[src/rtl/mem_access_unit.sv]
// Memory-stage controller: issues loads/stores over a req/ack handshake, stalls upstream while busy,
// times out hung accesses and registers results toward MEM/WB.
module mem_access_unit #(
    parameter int unsigned TIMEOUT = 255
) (
    input  logic        clk,
    input  logic        reset,
    input  logic [31:0] alu_result_in,
    input  logic [31:0] write_data_in,
    input  logic [4:0]  rd_in,
    input  logic        mem_read_in,
    input  logic        mem_write_in,
    input  logic        reg_write_in,
    input  logic        mem_to_reg_in,
    output logic        dmem_req,
    output logic        dmem_we,
    output logic [31:0] dmem_addr,
    output logic [31:0] dmem_wdata,
    input  logic [31:0] dmem_rdata,
    input  logic        dmem_ack,
    output logic        stall,
    output logic        mem_fault,
    output logic [31:0] read_data_out,
    output logic [31:0] alu_result_out,
    output logic [4:0]  rd_out,
    output logic        reg_write_out,
    output logic        mem_to_reg_out
);
    localparam int CW = $clog2(TIMEOUT + 1);

    typedef enum logic [1:0] {IDLE, ACCESS, DONE} state_t;

    state_t        r_state;
    state_t        w_next;
    logic [CW-1:0] r_cnt;
    logic          r_is_load;
    logic [4:0]    r_rd;
    logic          r_reg_write;
    logic          r_mem_to_reg;
    logic          w_mem_op;
    logic          w_timeout;

    assign w_mem_op  = mem_read_in | mem_write_in;
    assign w_timeout = (r_state == ACCESS) && !dmem_ack && (r_cnt == CW'(TIMEOUT - 1));

    always_ff @(posedge clk) begin
        if (!reset) r_state <= IDLE;
        else        r_state <= w_next;
    end

    always_comb begin
        w_next = r_state;
        stall  = 1'b0;
        case (r_state)
            IDLE: begin
                if (w_mem_op) begin
                    stall  = 1'b1;
                    w_next = ACCESS;
                end
            end
            ACCESS: begin
                stall = 1'b1;
                if (dmem_ack || w_timeout) w_next = DONE;
            end
            DONE:    w_next = IDLE;
            default: w_next = IDLE;
        endcase
    end

    always_ff @(posedge clk) begin
        if (!reset) begin
            dmem_req       <= 1'b0;
            dmem_we        <= 1'b0;
            dmem_addr      <= '0;
            dmem_wdata     <= '0;
            mem_fault      <= 1'b0;
            read_data_out  <= '0;
            alu_result_out <= '0;
            rd_out         <= '0;
            reg_write_out  <= 1'b0;
            mem_to_reg_out <= 1'b0;
            r_cnt          <= '0;
            r_is_load      <= 1'b0;
            r_rd           <= '0;
            r_reg_write    <= 1'b0;
            r_mem_to_reg   <= 1'b0;
        end else begin
            mem_fault <= 1'b0;
            case (r_state)
                IDLE: begin
                    if (w_mem_op) begin
                        // Store wins when both read and write are set.
                        dmem_req       <= 1'b1;
                        dmem_we        <= mem_write_in;
                        dmem_addr      <= alu_result_in;
                        dmem_wdata     <= write_data_in;
                        r_cnt          <= '0;
                        r_is_load      <= !mem_write_in;
                        r_rd           <= rd_in;
                        r_reg_write    <= reg_write_in;
                        r_mem_to_reg   <= mem_to_reg_in;
                        reg_write_out  <= 1'b0;
                        mem_to_reg_out <= 1'b0;
                    end else begin
                        alu_result_out <= alu_result_in;
                        rd_out         <= rd_in;
                        reg_write_out  <= reg_write_in;
                        mem_to_reg_out <= mem_to_reg_in;
                    end
                end
                ACCESS: begin
                    reg_write_out  <= 1'b0;
                    mem_to_reg_out <= 1'b0;
                    if (dmem_ack) begin
                        dmem_req <= 1'b0;
                        if (r_is_load) read_data_out <= dmem_rdata;
                    end else if (w_timeout) begin
                        dmem_req  <= 1'b0;
                        mem_fault <= 1'b1;
                    end else if (r_cnt != CW'(TIMEOUT)) begin
                        r_cnt <= r_cnt + CW'(1);
                    end
                end
                DONE: begin
                    // mem_fault is still high here only if the access timed out.
                    alu_result_out <= dmem_addr;
                    rd_out         <= r_rd;
                    reg_write_out  <= r_reg_write & !mem_fault;
                    mem_to_reg_out <= r_mem_to_reg;
                    if (mem_fault) read_data_out <= '0;
                end
                default: ;
            endcase
        end
    end
endmodule

[config.mk]
export PLATFORM = sky130hd
export DESIGN_NAME = mem_access_unit
export DESIGN_NICKNAME = d
export VERILOG_FILES = /design/src/rtl/mem_access_unit.sv
export SDC_FILE = /design/constraint.sdc
export NUM_CORES = 1
export LEC_CHECK = 0
export BUFFER_PORTS_ARGS = -buffer_cell sky130_fd_sc_hd__buf_2
export CORE_MARGIN = 2
export CORE_UTILIZATION = 35
export DETAILED_ROUTE_END_ITERATION = 6
export GPL_TIMING_DRIVEN = 0
export MAX_ROUTING_LAYER = met4
export PLACE_DENSITY_LB_ADDON = 0.3
export SETUP_SLACK_MARGIN = 0.05
export SLEW_MARGIN = 30
export SYNTH_ARGS = -nofsm -noshare
export SYNTH_HDL_FRONTEND = slang
export SYNTH_SLANG_ARGS = --single-unit
[constraint.sdc]
create_clock -name clk -period 5.3 [get_ports clk]
set_clock_uncertainty 0.1 [all_clocks]
set_input_delay 0.265 -clock clk [delete_from_list [all_inputs] [get_ports clk]]
set_output_delay 0.265 -clock clk [all_outputs]
set_load 0.02 [all_outputs]
==> results.py, run 1 <==
metrics = {
    "outcome": {
        "status": "complete, no violations",
    },
    "setup_path": {
        "end_kind": "output port",
        "worstRegToRegCells": 7,
        "worstSetupPathType": "reg -> out",
        "startpoint_type": "flop",
        "critPathCapture": "stall",
        "r2r_slack_ps": 3130,
        "r2r-end": "dmem_addr[2]",
        "critical_path.max_fanout": 10,
        "crit_arrival_ps": 2020,
        "startpoint": "r_state[0]",
        "crit_required_ps": 4930,
        "timing.rr.start": "r_state[1]",
    },
    "floorplan": {
        "core_region_area_um2": 18000,
        "start_util_pct": 35.8,
        "die_width_um": 140,
        "die-area_um2": 19500,
        "fp.dieH_um": 140,
        "num_io_pins": 247,
        "rows": 49,
    },
    "cells_and_area": {
        "layout-drive-gt1-share_pct": 28.6,
        "final_common_cell": "buf_2",
        "layout_common_cells": "buf_2 (265), nand2_1 (231), dfxtp_1 (156)",
        "fillerInstances": 1726,
        "nets": 1178,
        "synthToLayoutAreaGrowth_pct": 44.6,
    },
    "synth": {
        "synth_edf_count": 0,
        "syn_nets": 844,
        "async_flop_share_pct": 0,
        "seq_area_frac_synth_pct": 48.4,
        "synth.ff_latch_count": 156,
        "avgSynthCellArea_um2": 8.85,
        "syn_area_um2": 6450,
        "ys_warn_count": 0,
        "synthFlopType": "dfxtp_1",
        "netlist_instances": 729,
        "yosys.cell_types.count": 40,
    },
    "placement": {
        "dp_hpwl_um": 14000,
        "gp_congestion": 0.796,
        "io_buffers": 246,
        "dp_slack_ps": 3100,
    },
    "sta": {
        "finalHoldViolCount": 0,
        "slew_headroom_pct": 54.9,
        "min_period_ps": 2380,
        "finalCritPeriodShare_pct": 44.9,
        "setup_viol": 0,
        "maxSlewViolCount": 0,
        "setup-tns-final_ps": 0,
        "worst_slew_pin_slew_ps": 676,
        "hold_slack_ps": 16.7,
        "setup_slack_ps": 2920,
        "rsz0062_at_grt": "no",
        "clock.fmax_mhz": 420,
    },
    "clocking": {
        "cts_made_buffers": 17,
        "clock-sinks": 156,
        "clk_path_buf_depth": 2,
        "htreeDepth": 4,
        "cts_tree": "built",
        "post_cts_buffers": 0,
        "clock_latency_ps": 420,
        "cts_root_buf": "clkbuf_16",
        "clk_pin_slew_ps": 60,
    },
    "global_route": {
        "grt_max_degree": 17,
        "grt_pass1_wl_um": 31900,
        "track_usage_pct": 20.9,
        "overflow": 0,
        "antenna_found_initial": 0,
        "grt_pass1_vias": 6125,
    },
    "hold_path": {
        "hp-class": "in -> reg",
    },
    "detailed_routing": {
        "finalWirelength_um": 20000,
        "drcViolationCount": 0,
        "wl_per_cell_um": 15.3,
        "vias_per_cell": 4.78,
        "antenna_left": 0,
        "firstDrtPassIters": 6,
        "vias": 6247,
        "drt_first_iter_violations": 160,
    },
    "pwr": {
        "powerDensity_nw_per_um2": 391,
        "power_leakage_nw": 4.51,
        "peakVddDrop_uv": 217,
    },
    "job": {
        "drv_cap": 0,
    },
}
[routing by layer]
| metal | vias to the layer above | global-route usage (%) | part of all wire [%] |
|---|---|---|---|
| met3 | 23 | 4.30 | 5.0 |
| met1 | 2888 | 25.8 | 46 |
| met4 | 0 | 6.63 | 1.5 |
| met2 | 188 | 34.4 | 47 |
| li1 | 3148 | - | - |
| met5 | - | - | 0 |
[how the worst min path moves through the flow]
stage | start | endpoint | slack, ps | cells past startpoint
3_3_place_gp | read_data_out[0] | read_data_out[0] | 340 | 2
6_report | dmem_rdata[13] | read_data_out[13] | 20 | 3
2_1_floorplan | alu_result_in[0] | dmem_addr[0] | 310 | 2
5_1_grt | dmem_rdata[14] | read_data_out[14] | 9 | 3
4_1_cts | alu_result_in[16] | dmem_addr[16] | 2 | 3
3_5_place_dp | read_data_out[1] | read_data_out[1] | 340 | 2
[power breakdown]
group / leakage, nW / switching (W) / total, W / internal [W]
registers: 1.28 / 0.0000765 / 0.00139 / 0.00131
logic: 2.91 / 0.000558 / 0.000886 / 0.000328
clock network: 0.320 / 0.000506 / 0.00137 / 0.000865
[synthesized netlist by cell type, types with 2 or more instances]
| library cell | count | area (um2) |
|---|---|---|
| a21boi_0 | 101 | 758 |
| a21boi_1 | 6 | 45.0 |
| a21oi_1 | 4 | 20.0 |
| buf_2 | 19 | 95.1 |
| buf_4 | 4 | 30.0 |
| buf_6 | 3 | 33.8 |
| clkbuf_1 | 29 | 109 |
| dfxtp_1 | 156 | 3120 |
| ha_1 | 7 | 87.6 |
| inv_1 | 7 | 26.3 |
| mux2i_1 | 37 | 370 |
| nand2_1 | 231 | 867 |
| nand2b_1 | 3 | 18.8 |
| nand3_1 | 39 | 195 |
| nand4_1 | 4 | 25.0 |
| nor2_1 | 3 | 11.3 |
| nor2b_1 | 2 | 12.5 |
| nor3_1 | 2 | 10.0 |
| o211a_1 | 39 | 390 |
| o21ai_0 | 11 | 55.1 |
| o21ai_1 | 2 | 10.0 |
| or3_1 | 2 | 12.5 |
[logic make-up after synthesis]
kind of cell,count (synthesis),share of synthesized area (%)
AOI/OAI and AO/OA,174,21.3
DFF,156,48.4
and+or+nand+nor,292,18.6
adders and majority gates,7,1.36
muxes,37,5.74
buffers and inverters,63,4.62
[worst max-delay path, cell delays in order, from the launching register on]
cell,delay (ps)
dfxtp_1,380
inv_1,100
ha_1,290
o21ai_0,230
buf_2,360
nand2b_1,80
buf_2,160
[through the flow]
step | cell area (um2) | power (W) | utilization [%] | std cells
final | 9320 | 0.00364 | 51.7 | 1306
after global routing | 9320 | 0.00383 | 51.7 | 1305
after CTS | 9320 | 0.00368 | 51.7 | 1305
after detailed placement | 7970 | 0.00226 | 44.2 | 1204
after global placement | 7970 | 0.00225 | 44.2 | 1204
after floorplan | 6450 | 0.00194 | - | 729
[layout make-up]
class / count / area, um2 / area share (%)
Sequential cell: 156 / 3120 / 33.5
Timing Repair Buffer: 315 / 1920 / 20.6
Antenna cell: 1 / 2.50 / 0.0268
Clock inverter: 13 / 210 / 2.25
Inverter: 7 / 26.3 / 0.282
Multi-Input combinational cell: 510 / 3030 / 32.5
Buffer: 56 / 272 / 2.91
Clock buffer: 19 / 453 / 4.86
Tap cell: 229 / 287 / 3.07
[timing repair]
item	4_1_cts	5_1_grt
endpoints found under the hold margin	69	0
resized for setup	0	0
hold buffers	69	0
Note: power is estimated with default switching activity, not from simulation.
==> run 2, diff against run 1 <==
--- a/config.mk
+++ b/config.mk
@@ -5,6 +5,7 @@
 export SDC_FILE = /design/constraint.sdc
 export NUM_CORES = 1
 export LEC_CHECK = 0
+export ABC_AREA = 1
 export BUFFER_PORTS_ARGS = -buffer_cell sky130_fd_sc_hd__buf_2
 export CORE_MARGIN = 2
 export CORE_UTILIZATION = 35
==> constraint.sdc (replaced) <==
create_clock -name clk -period 2.4 [get_ports clk]
set_clock_uncertainty 0.1 [all_clocks]
set_input_delay 0.12 -clock clk [delete_from_list [all_inputs] [get_ports clk]]
set_output_delay 0.12 -clock clk [all_outputs]
set_load 0.02 [all_outputs]
==> run 2 against run 1 <==
  * Synthesized cell count is 12% higher
  * Register-to-register slack worse by 2800 ps
  * Sequential share of layout area down 0.51 points
  * Global-route usage up 1.1 points
  * Sequential power increased by 120%
  * Final area grew 1.5%
==> results.py, run 2 <==
metrics = {
    "clocking": {
        "cts_root_buf": "clkbuf_16",
        "clk_pin_slew_ps": 60,
        "clock_latency_ps": 420,
        "cts_made_buffers": 17,
        "cts_tree": "built",
        "post_cts_buffers": 0,
        "clk_path_buf_depth": 2,
        "htreeDepth": 4,
        "clock-sinks": 156,
    },
    "synth": {
        "synth-xor-area-share_pct": 0,
        "async_flop_share_pct": 0,
        "yosys.area_share.adder_pct": 1.40,
        "synth_edf_count": 0,
        "netlist_instances": 815,
        "avgSynthCellArea_um2": 7.70,
        "yosysTopAreaCellShare_pct": 49.8,
        "synthTopCellsByCount": "nor2_1 (172), dfxtp_1 (156), nand2_1 (149)",
        "ys_warn_count": 0,
        "ys_top_cells_by_area": "dfxtp_1 (50%), nor2_1 (10%), nand2_1 (8.9%)",
        "synth.area.mux_share_pct": 0,
        "synthFlopType": "dfxtp_1",
        "syn_area_um2": 6270,
        "yosys.cell_types.count": 30,
        "synth_most_common_cell": "nor2_1",
        "synth_top_family_by_area": "simple AND/OR/NAND/NOR gates",
        "synth_compound_area_share_pct": 17.1,
        "yosys.area_share.simple_pct": 23.9,
        "syn_nets": 930,
        "seq_area_frac_synth_pct": 49.8,
        "yosys.area.top_type": "dfxtp_1",
        "synth.ff_latch_count": 156,
    },
    "detailed_routing": {
        "firstDrtPassIters": 4,
        "drt_first_iter_violations": 302,
        "wl_per_cell_um": 14.8,
        "antenna_left": 0,
        "drcViolationCount": 0,
        "finalWirelength_um": 21000,
        "vias": 6792,
        "vias_per_cell": 4.78,
        "top_layer_used": "met4",
        "wl_met3_um": 1250,
        "wl_met1_um": 9400,
        "met2_length_um": 10100,
    },
    "global_route": {
        "overflow": 0,
        "antenna_found_initial": 0,
        "grt_max_degree": 17,
        "track_usage_pct": 22.1,
        "grt_pass1_vias": 6518,
        "grt_pass1_wl_um": 32000,
    },
    "cells_and_area": {
        "multiInputGateArea_um2": 2660,
        "utilization_pct": 54.4,
        "layout-drive-gt1-share_pct": 26.8,
        "layout_common_cells": "buf_2 (258), nor2_1 (172), dfxtp_1 (156)",
        "synthToLayoutAreaGrowth_pct": 50.9,
        "nets": 1298,
        "seq_area_um2": 3120,
        "final_common_cell": "buf_2",
        "diodes": 0,
        "fillerInstances": 1661,
    },
    "sta": {
        "finalCritPeriodShare_pct": 87.1,
        "rsz0062_at_grt": "no",
        "setup_slack_ps": 309,
        "clock.fmax_mhz": 478,
        "worst_slew_pin_slew_ps": 570,
        "hold_slack_ps": 51.0,
        "setup-tns-final_ps": 0,
        "min_period_ps": 2090,
        "finalHoldViolCount": 0,
        "maxSlewViolCount": 0,
        "setup_viol": 0,
        "slew_headroom_pct": 61.9,
    },
    "pwr": {
        "power_leakage_nw": 4.42,
        "p_total_w": 0.00810,
        "peakVddDrop_uv": 530,
        "powerDensity_nw_per_um2": 855,
    },
    "setup_path": {
        "end_kind": "output port",
        "startpoint_type": "flop",
        "critical_path.max_fanout": 19,
        "crit_arrival_ps": 1870,
        "worstSetupPathType": "reg -> out",
        "crit_required_ps": 2180,
    },
    "job": {
        "drv_cap": 0,
    },
    "placement": {
        "dp_hpwl_um": 14000,
        "gp_congestion": 0.854,
        "io_buffers": 246,
        "dp_slack_ps": 333,
    },
    "floorplan": {
        "fp.dieH_um": 138,
        "die-area_um2": 19000,
        "core_region_area_um2": 17400,
        "start_util_pct": 36.0,
        "num_io_pins": 247,
        "die_width_um": 138,
        "rows": 48,
    },
    "hold_path": {
        "hp-class": "in -> reg",
    },
    "outcome": {
        "status": "complete, no violations",
    },
}
-- run 2: cell types whose count changed in the layout (fill, tap and decap cells not counted), moves of 36 or more --
cell,previous run,this run
a21boi_0,101,0
nor2_1,3,172
o21ai_0,11,96
o211a_1,39,0
mux2i_1,37,0
a31oi_1,1,37
nand2_1,231,149
-- run 2: final cells by class --
class	instances	area share (%)
Buffer	60	4.14
Clock buffer	21	4.86
Clock inverter	11	1.92
Inverter	24	0.978
Multi-Input combinational cell	574	28.1
Sequential cell	156	33.0
Tap cell	225	2.97
Timing Repair Buffer	350	24.0
-- run 2: per-stage QoR --
stage / instances / cell area, um2
after detailed placement: 1286 / 7790
after CTS: 1422 / 9470
after global placement: 1286 / 7790
after floorplan: 815 / 6270
final: 1421 / 9470
after global routing: 1421 / 9470
-- run 2: final timing paths --
path / cells after the start / end / slack (ps) / startpoint
max: 6 / stall / 310 / r_state[0]
min reg2reg: 2 / read_data_out[7] / 360 / read_data_out[7]
max reg2reg: 7 / dmem_wdata[18] / 330 / r_state[0]
min: 6 / mem_fault / 50 / dmem_ack
-- run 2: cell families after synthesis --
group	count (synthesis)
AO/OA/AOI/OAI	199
adder cells (fa/ha/maj)	7
buffers and inverters	85
flip-flops	156
AND/OR/NAND/NOR	368
-- run 2: timing repair --
item                                    4_1_cts  5_1_grt
endpoints found under the setup margin        1        1
hold buffers                                104        0
hold endpoints to repair                    144        0
resized for setup                             1        0
-- run 2: routing by layer --
layer,global-route usage [%],vias up
li1,-,3445
met2,37.5,238
met3,4.02,22
met1,26.4,3087
met4,7.31,0
met5,-,-
-- run 2: critical path, stage by stage, from the launching register on --
cell,delay (ps)
dfxtp_1,410
inv_1,100
ha_1,290
nand2_1,140
buf_4,260
nand2_1,80
buf_2,170
-- run 2: where the power goes --
part           internal, W  switching [W]
combinational     0.000761        0.00130
clock              0.00182        0.00112
sequential         0.00291       0.000184
